## src/rtl/morph_filter.sv

```systemverilog
`default_nettype none
// ============================================================================
// Module   : morph_filter
// Brief    : 3x3 binary erosion/dilation on a thresholded video stream, 3 clk latency.
//            Define MORPH_DILATE_EN to build dilation (op_sel); otherwise erosion only.
// Revision : 1.0 - initial release
// ============================================================================
module morph_filter #(
  parameter int         IMG_WIDTH = 640,
  parameter int         OUT_WIDTH = 16,
  parameter logic [7:0] THRESH    = 8'd128
) (
  input  logic                 clk,
  input  logic                 rst_n,
  input  logic                 pre_frame_vsync,
  input  logic                 pre_frame_hsync,
  input  logic                 pre_frame_clken,
  input  logic [7:0]           pre_img_Y,
  input  logic                 op_sel,
  output logic                 post_frame_vsync,
  output logic                 post_frame_hsync,
  output logic                 post_frame_clken,
  output logic [OUT_WIDTH-1:0] post_img_Y
);

  localparam int              CW        = (IMG_WIDTH > 1) ? $clog2(IMG_WIDTH) : 1;
  localparam logic [CW-1:0]   C_COL_MAX = CW'(IMG_WIDTH - 1);
  localparam logic [10:0]     C_ROW_MAX = 11'd2047;

  logic                 r_vs_q, r_hs_q, r_seen_low, r_armed;
  logic [CW-1:0]        r_col;
  logic [10:0]          r_row;
  logic [1:0]           r_h0, r_h1, r_h2;
  logic                 r_lb0 [IMG_WIDTH];
  logic                 r_lb1 [IMG_WIDTH];
  logic [8:0]           r_win;
  logic [2:0]           r_rowred;
  logic [2:0]           r_sync1, r_sync2, r_sync3;
  logic [OUT_WIDTH-1:0] r_post_y;

  logic                 w_vs_rise, w_hs_fall, w_active, w_bin, w_up1, w_up2;
  logic                 w_mode, w_ident, w_final;
  logic [CW-1:0]        w_col;
  logic [10:0]          w_row;
  logic [2:0]           w_col_ok, w_row_ok;
  logic [8:0]           w_taps, w_win;

  // A rise only counts once vsync has been seen low, so a reset released mid-frame waits for the next frame
  assign w_vs_rise = pre_frame_vsync & ~r_vs_q & r_seen_low;
  assign w_hs_fall = ~pre_frame_hsync & r_hs_q;
  assign w_active  = r_armed | w_vs_rise;
  assign w_col     = w_vs_rise ? '0 : r_col;
  assign w_row     = w_vs_rise ? '0 : r_row;
  assign w_bin     = (pre_img_Y >= THRESH);
  assign w_up1     = r_lb0[w_col];
  assign w_up2     = r_lb1[w_col];

`ifdef MORPH_DILATE_EN
  logic r_op, r_mode1, r_mode2;
  assign w_mode = w_vs_rise ? op_sel : r_op;
`else
  logic w_unused_op_sel;
  assign w_unused_op_sel = op_sel;
  assign w_mode          = 1'b0;
`endif
  assign w_ident = ~w_mode;

  // Row groups [8:6]=r-2, [5:3]=r-1, [2:0]=r; within a group [2]=c-2, [1]=c-1, [0]=c
  assign w_taps   = {r_h2, w_up2, r_h1, w_up1, r_h0, w_bin};
  assign w_col_ok = {w_col > CW'(1), w_col != '0, 1'b1};
  assign w_row_ok = {w_row > 11'd1, w_row != '0, 1'b1};

  always_comb begin
    w_win = w_taps;
    for (int i = 0; i < 3; i++) begin
      for (int j = 0; j < 3; j++) begin
        if (!(w_row_ok[i] && w_col_ok[j])) w_win[3*i+j] = w_ident;
      end
    end
  end

  always_ff @(posedge clk or negedge rst_n) begin
    if (!rst_n) begin
      r_vs_q     <= 1'b0;
      r_hs_q     <= 1'b0;
      r_seen_low <= 1'b0;
      r_armed    <= 1'b0;
      r_col      <= '0;
      r_row      <= '0;
      r_h0       <= '0;
      r_h1       <= '0;
      r_h2       <= '0;
`ifdef MORPH_DILATE_EN
      r_op       <= 1'b0;
`endif
    end else begin
      r_vs_q     <= pre_frame_vsync;
      r_hs_q     <= pre_frame_hsync;
      r_seen_low <= r_seen_low | ~pre_frame_vsync;
      if (w_vs_rise) r_armed <= 1'b1;
`ifdef MORPH_DILATE_EN
      if (w_vs_rise) r_op <= op_sel;
`endif
      if (w_vs_rise) begin
        r_row <= '0;
        r_col <= pre_frame_clken ? CW'(1) : '0;
      end else if (w_hs_fall) begin
        r_col <= '0;
        if (r_row != C_ROW_MAX) r_row <= r_row + 11'd1;
      end else if (pre_frame_clken && (r_col != C_COL_MAX)) begin
        r_col <= r_col + CW'(1);
      end
      if (pre_frame_clken) begin
        r_h0 <= {r_h0[0], w_bin};
        r_h1 <= {r_h1[0], w_up1};
        r_h2 <= {r_h2[0], w_up2};
      end
    end
  end

  // Line buffers are never cleared; row/column masking hides stale contents
  always_ff @(posedge clk) begin
    if (rst_n && pre_frame_clken) begin
      r_lb1[w_col] <= w_up1;
      r_lb0[w_col] <= w_bin;
    end
  end

`ifdef MORPH_DILATE_EN
  assign w_final = r_mode2 ? |r_rowred : &r_rowred;
`else
  assign w_final = &r_rowred;
`endif

  always_ff @(posedge clk or negedge rst_n) begin
    if (!rst_n) begin
      r_win    <= '0;
      r_rowred <= '0;
      r_sync1  <= '0;
      r_sync2  <= '0;
      r_sync3  <= '0;
      r_post_y <= '0;
`ifdef MORPH_DILATE_EN
      r_mode1  <= 1'b0;
      r_mode2  <= 1'b0;
`endif
    end else begin
      r_win   <= w_win;
      r_sync1 <= {pre_frame_vsync, pre_frame_hsync, pre_frame_clken} & {3{w_active}};
      for (int i = 0; i < 3; i++) begin
`ifdef MORPH_DILATE_EN
        r_rowred[i] <= r_mode1 ? |r_win[3*i +: 3] : &r_win[3*i +: 3];
`else
        r_rowred[i] <= &r_win[3*i +: 3];
`endif
      end
      r_sync2  <= r_sync1;
      r_sync3  <= r_sync2;
      r_post_y <= r_sync2[1] ? {OUT_WIDTH{w_final}} : '0;
`ifdef MORPH_DILATE_EN
      r_mode1  <= w_mode;
      r_mode2  <= r_mode1;
`endif
    end
  end

  assign post_frame_vsync = r_sync3[2];
  assign post_frame_hsync = r_sync3[1];
  assign post_frame_clken = r_sync3[0];
  assign post_img_Y       = r_post_y;

endmodule
`default_nettype wire

```

## config.mk

```make
export PLATFORM = sky130hd
export DESIGN_NAME = morph_filter
export DESIGN_NICKNAME = d
export VERILOG_FILES = /design/src/rtl/morph_filter.sv
export SDC_FILE = /design/constraint.sdc
export NUM_CORES = 2
export LEC_CHECK = 0
export ABC_AREA = 1
export BUFFER_PORTS_ARGS = -buffer_cell sky130_fd_sc_hd__buf_2
export CAP_MARGIN = 20
export CORE_MARGIN = 2
export CORE_UTILIZATION = 59
export CTS_BUF_LIST = sky130_fd_sc_hd__clkbuf_4
export DETAILED_ROUTE_END_ITERATION = 6
export PLACE_DENSITY_LB_ADDON = 0.08
export SLEW_MARGIN = 10
export SYNTH_ARGS = -nofsm -noshare
export SYNTH_HDL_FRONTEND = slang
export SYNTH_SLANG_ARGS = --single-unit
```

## constraint.sdc

```tcl
create_clock -name clk -period 11.2 [get_ports clk]
set_clock_uncertainty 0.2 [all_clocks]
set_input_delay 0 -clock clk [delete_from_list [all_inputs] [get_ports clk]]
set_output_delay 0 -clock clk [all_outputs]
set_load 0.05 [all_outputs]
```

==> out/results.txt <==
Status - complete, no violations
Initial core utilization - 59.6%
Critical path fanouts, max - 139
H-tree depth - 5
Final wirelength - 161000 um
Worst EP arrival - 7.64 ns
Die area - 0.0969 sq mm
Cells along the critical path - dlygate4sd3_1, dlygate4sd3_1, buf_2, dlygate4sd3_1, nand3_4, buf_4, nand3_2, inv_8, buf_4, nand2_1, nand2_1, nor2_1, nand2_1, nand3_1, nand2_1, inv_1, nand2_1, nand3_1, nand3_1, nand3_1, nand2_1, nand2_1, nand2_8, buf_4
Post-Syn Nets - 5082
Post-route DRC - 0
Wire per inst - 24.2 um
Max_cap viols - 0
Worst path max stage delay - 0.81 ns
Number of synthesized flops with an enable pin - 1280
CTS buffer count - 347
Die Wd - 311 um
Crit path kind - input port to flip-flop
Detail Placement HPWL - 85500 um
Final Cycle Share - 62.7%
Largest net degree at the start of global routing - 189
Data required, critical path - 11.82 ns
Biggest area consumer among synthesized cells - edfxtp_1
Critical path buffer and inverter count - 9
R2R cell count - 18
Startpoint types - input port
Commonest cells in the netlist - nand2_1 (1468), edfxtp_1 (1280), nor2_1 (929)
Vias - 39555
Slew HR - 26.8%
Mapped Cells - 5066
Final Hold Fails - 0
Slew @ Worst Pin - 1.10 ns
Levels on crit path - 24
Final Util - 65.2%
Area of the core - 0.0935 sq mm
Final setup fails - 0
Worst min path class - flip-flop to flip-flop
Clk root buf - clkbuf_4
Cells on Worst Hold Path - 0
CTS Buffer Depth - 4
Ys flop type - edfxtp_1
Finished layout cell area - 0.0610 sq mm
Mapped Area - 0.0557 sq mm
Most area-consuming cells after synthesis - edfxtp_1 (69%), nand2_1 (9.9%), nor2_1 (6.3%)
Leak pwr - 21.6 nW
Share of the synthesized area in the top cell type - 69.0%
Vias in the first global route - 38149
Flops & latches, synth - 1333
Post-route setup TNS - 0 ns
Sequential share of the synthesized area - 71.4%
Met3 WL - 20400 um
Placed inst area - 0.0567 sq mm
Met2 wire len - 72600 um
Die Height - 311 um
Routed Antenna Nets - 0
Gpl congestion - 0.976
Top-count cell post-synth - nand2_1
All-Layer GR Usage - 33.2%
Peak VDD IR - 0.117 mV
Rows - 112
Placed insts - 6096
Layout area overhead - 9.41%
Drt first pass iters - 6
CTS sink count - 1333
Layout Nets - 5222
CP top delay family - buffers and inverters
Mean Syn Cell Area - 11.0 sq um
Top cell by count, worst path - nand2_1
Post-CTS setup buffer count - 0
Max Transition Viols Final - 0
Post-route insts no fill - 6669
PwrDens - 180 mW/mm^2
Asr flop ratio synth - 3.98%
IO Count - 33
Yosys cell types - 41
Pwr Total - 11.0 mW
Vias per cell - 5.93
First-pass GRT wire length - 236000 um
Port Buffers - 24
Clk_lat worst skew - 1.23 ns
Worst R2R Setup Slack - 4.28 ns
Synth warn - 0
Max Used Layer - met5
First-iteration detailed-routing DRC count - 5307
Layout cell share with drive strength beyond 1 - 12.4%
Tmin final - 7.02 ns
Clk pin slew, worst setup/hold paths - 0.08 ns
CP endpoint kind - flip-flop
Critical Path Slowest Stage Cell - buf_4
CTS tree - yes
Grt ovf - 0
Met1 wire length - 61000 um
RSZ-0062 raised after global routing - false
Initial antenna violation count - 4
Max Clock Freq - 142 MHz
==> logic make-up after synthesis <==
group / synth area share, %
AND/OR/NAND/NOR: 20.9
flip-flops: 71.4
buffers and inverters: 4.39
AO/OA/AOI/OAI: 3.26
adder cells (fa/ha/maj): 0.0449
==> layout make-up <==
| class | instances | area, sq um |
|---|---|---|
| flip-flops and latches | 1333 | 39800 |
| fillers | 7476 | 32500 |
| multi-input cells | 3169 | 13600 |
| clock buffers | 491 | 3690 |
| well taps | 1254 | 1570 |
| repair buffers | 136 | 1160 |
| inverters | 219 | 847 |
| clock inverters | 66 | 343 |
| diodes | 1 | 2.50 |
==> worst reg2reg max path: stages (launching register included) <==
cell	delay, ns
dfrtp_2	0.53
buf_4	0.63
nand3_2	0.15
buf_4	0.39
inv_8	0.59
buf_4	0.81
nand2_1	0.23
nand2_1	0.11
o21ai_0	0.09
nand3_1	0.18
nand2_1	0.09
nand2_1	0.08
nand3_1	0.24
nand3_1	0.22
nand3_1	0.11
nand2_1	0.09
nand2_1	0.20
nand2_8	0.72
buf_4	0.84
==> path summary, 6_finish.rpt <==
kind                            startpoint          to
setup / recovery           pre_frame_vsync  r_lb1[402]
hold / removal                  r_sync2[2]  r_sync3[2]
setup reg to reg                  r_col[1]  r_lb1[402]
hold reg to reg                 r_sync2[2]  r_sync3[2]
max in group asynchronous            rst_n    r_col[0]
min in group asynchronous            rst_n     r_h2[0]
==> sequential cells by signal, indices dropped and copies added (netlist names), 2 cells and up <==
signal and flops:
r_lb1 640, r_h1 2, r_h2 2, r_lb0 640, r_sync1 3, r_row 11
r_h0 2, r_win 9, r_sync3 3, r_col 10, r_sync2 3, r_rowred 3
==> power by group <==
group          total [mW]  internal (mW)  switching [mW]
Combinational        1.32          0.284            1.03
Clock                3.96           2.06            1.90
Sequential           5.72           5.70          0.0231
==> layout by cell type, fill, tap and decap left out, types with 2 or more instances in the layout <==
cell type / netlist / layout
o21ai_0: 74 / 74
dlygate4sd3_1: 0 / 12
inv_8: 0 / 3
clkinv_2: 0 / 6
a31o_2: 2 / 2
nand3_2: 4 / 3
nor2_1: 929 / 926
o221ai_1: 4 / 4
o211ai_1: 10 / 10
and2_0: 2 / 2
inv_1: 212 / 210
nor3_1: 15 / 15
buf_16: 0 / 3
bufinv_16: 0 / 3
a21oi_1: 89 / 89
a22oi_1: 98 / 98
nand2_1: 1468 / 1459
o21ai_1: 3 / 3
ha_1: 2 / 2
clkbuf_4: 0 / 491
nand2_2: 4 / 11
buf_4: 29 / 89
nand4_1: 153 / 153
inv_2: 7 / 8
buf_2: 134 / 23
a31oi_1: 5 / 5
buf_12: 0 / 7
buf_8: 0 / 2
nor2_2: 3 / 3
and3_1: 3 / 3
clkinv_1: 0 / 52
nor2_4: 3 / 6
nand3b_1: 17 / 17
edfxtp_1: 1280 / 1280
a41oi_1: 2 / 2
dfrtp_1: 53 / 51
o31ai_1: 4 / 4
nand3_1: 266 / 266
==> repair_timing <==
action                                  CTS  global route
gates resized for setup                   0             0
hold buffers                             14             0
endpoints found under the setup margin    0             0
endpoints found under the hold margin   856             0
==> metrics by stage <==
stage	hold slack, ns	worst slack, ns
finish	0.148	4.18
detailed placement	-0.0704	4.62
global route	0.157	3.97
CTS	0.105	4.45
global placement	-0.0771	4.66
floorplan	-0.496	3.81
==> metal layers <==
layer	global-route usage, %	vias up
li1	-	17676
met1	45.4	19022
met2	50.3	2447
met3	8.60	408
met4	15.7	2
met5	0	-
Note: power is estimated with default switching activity, not from simulation.
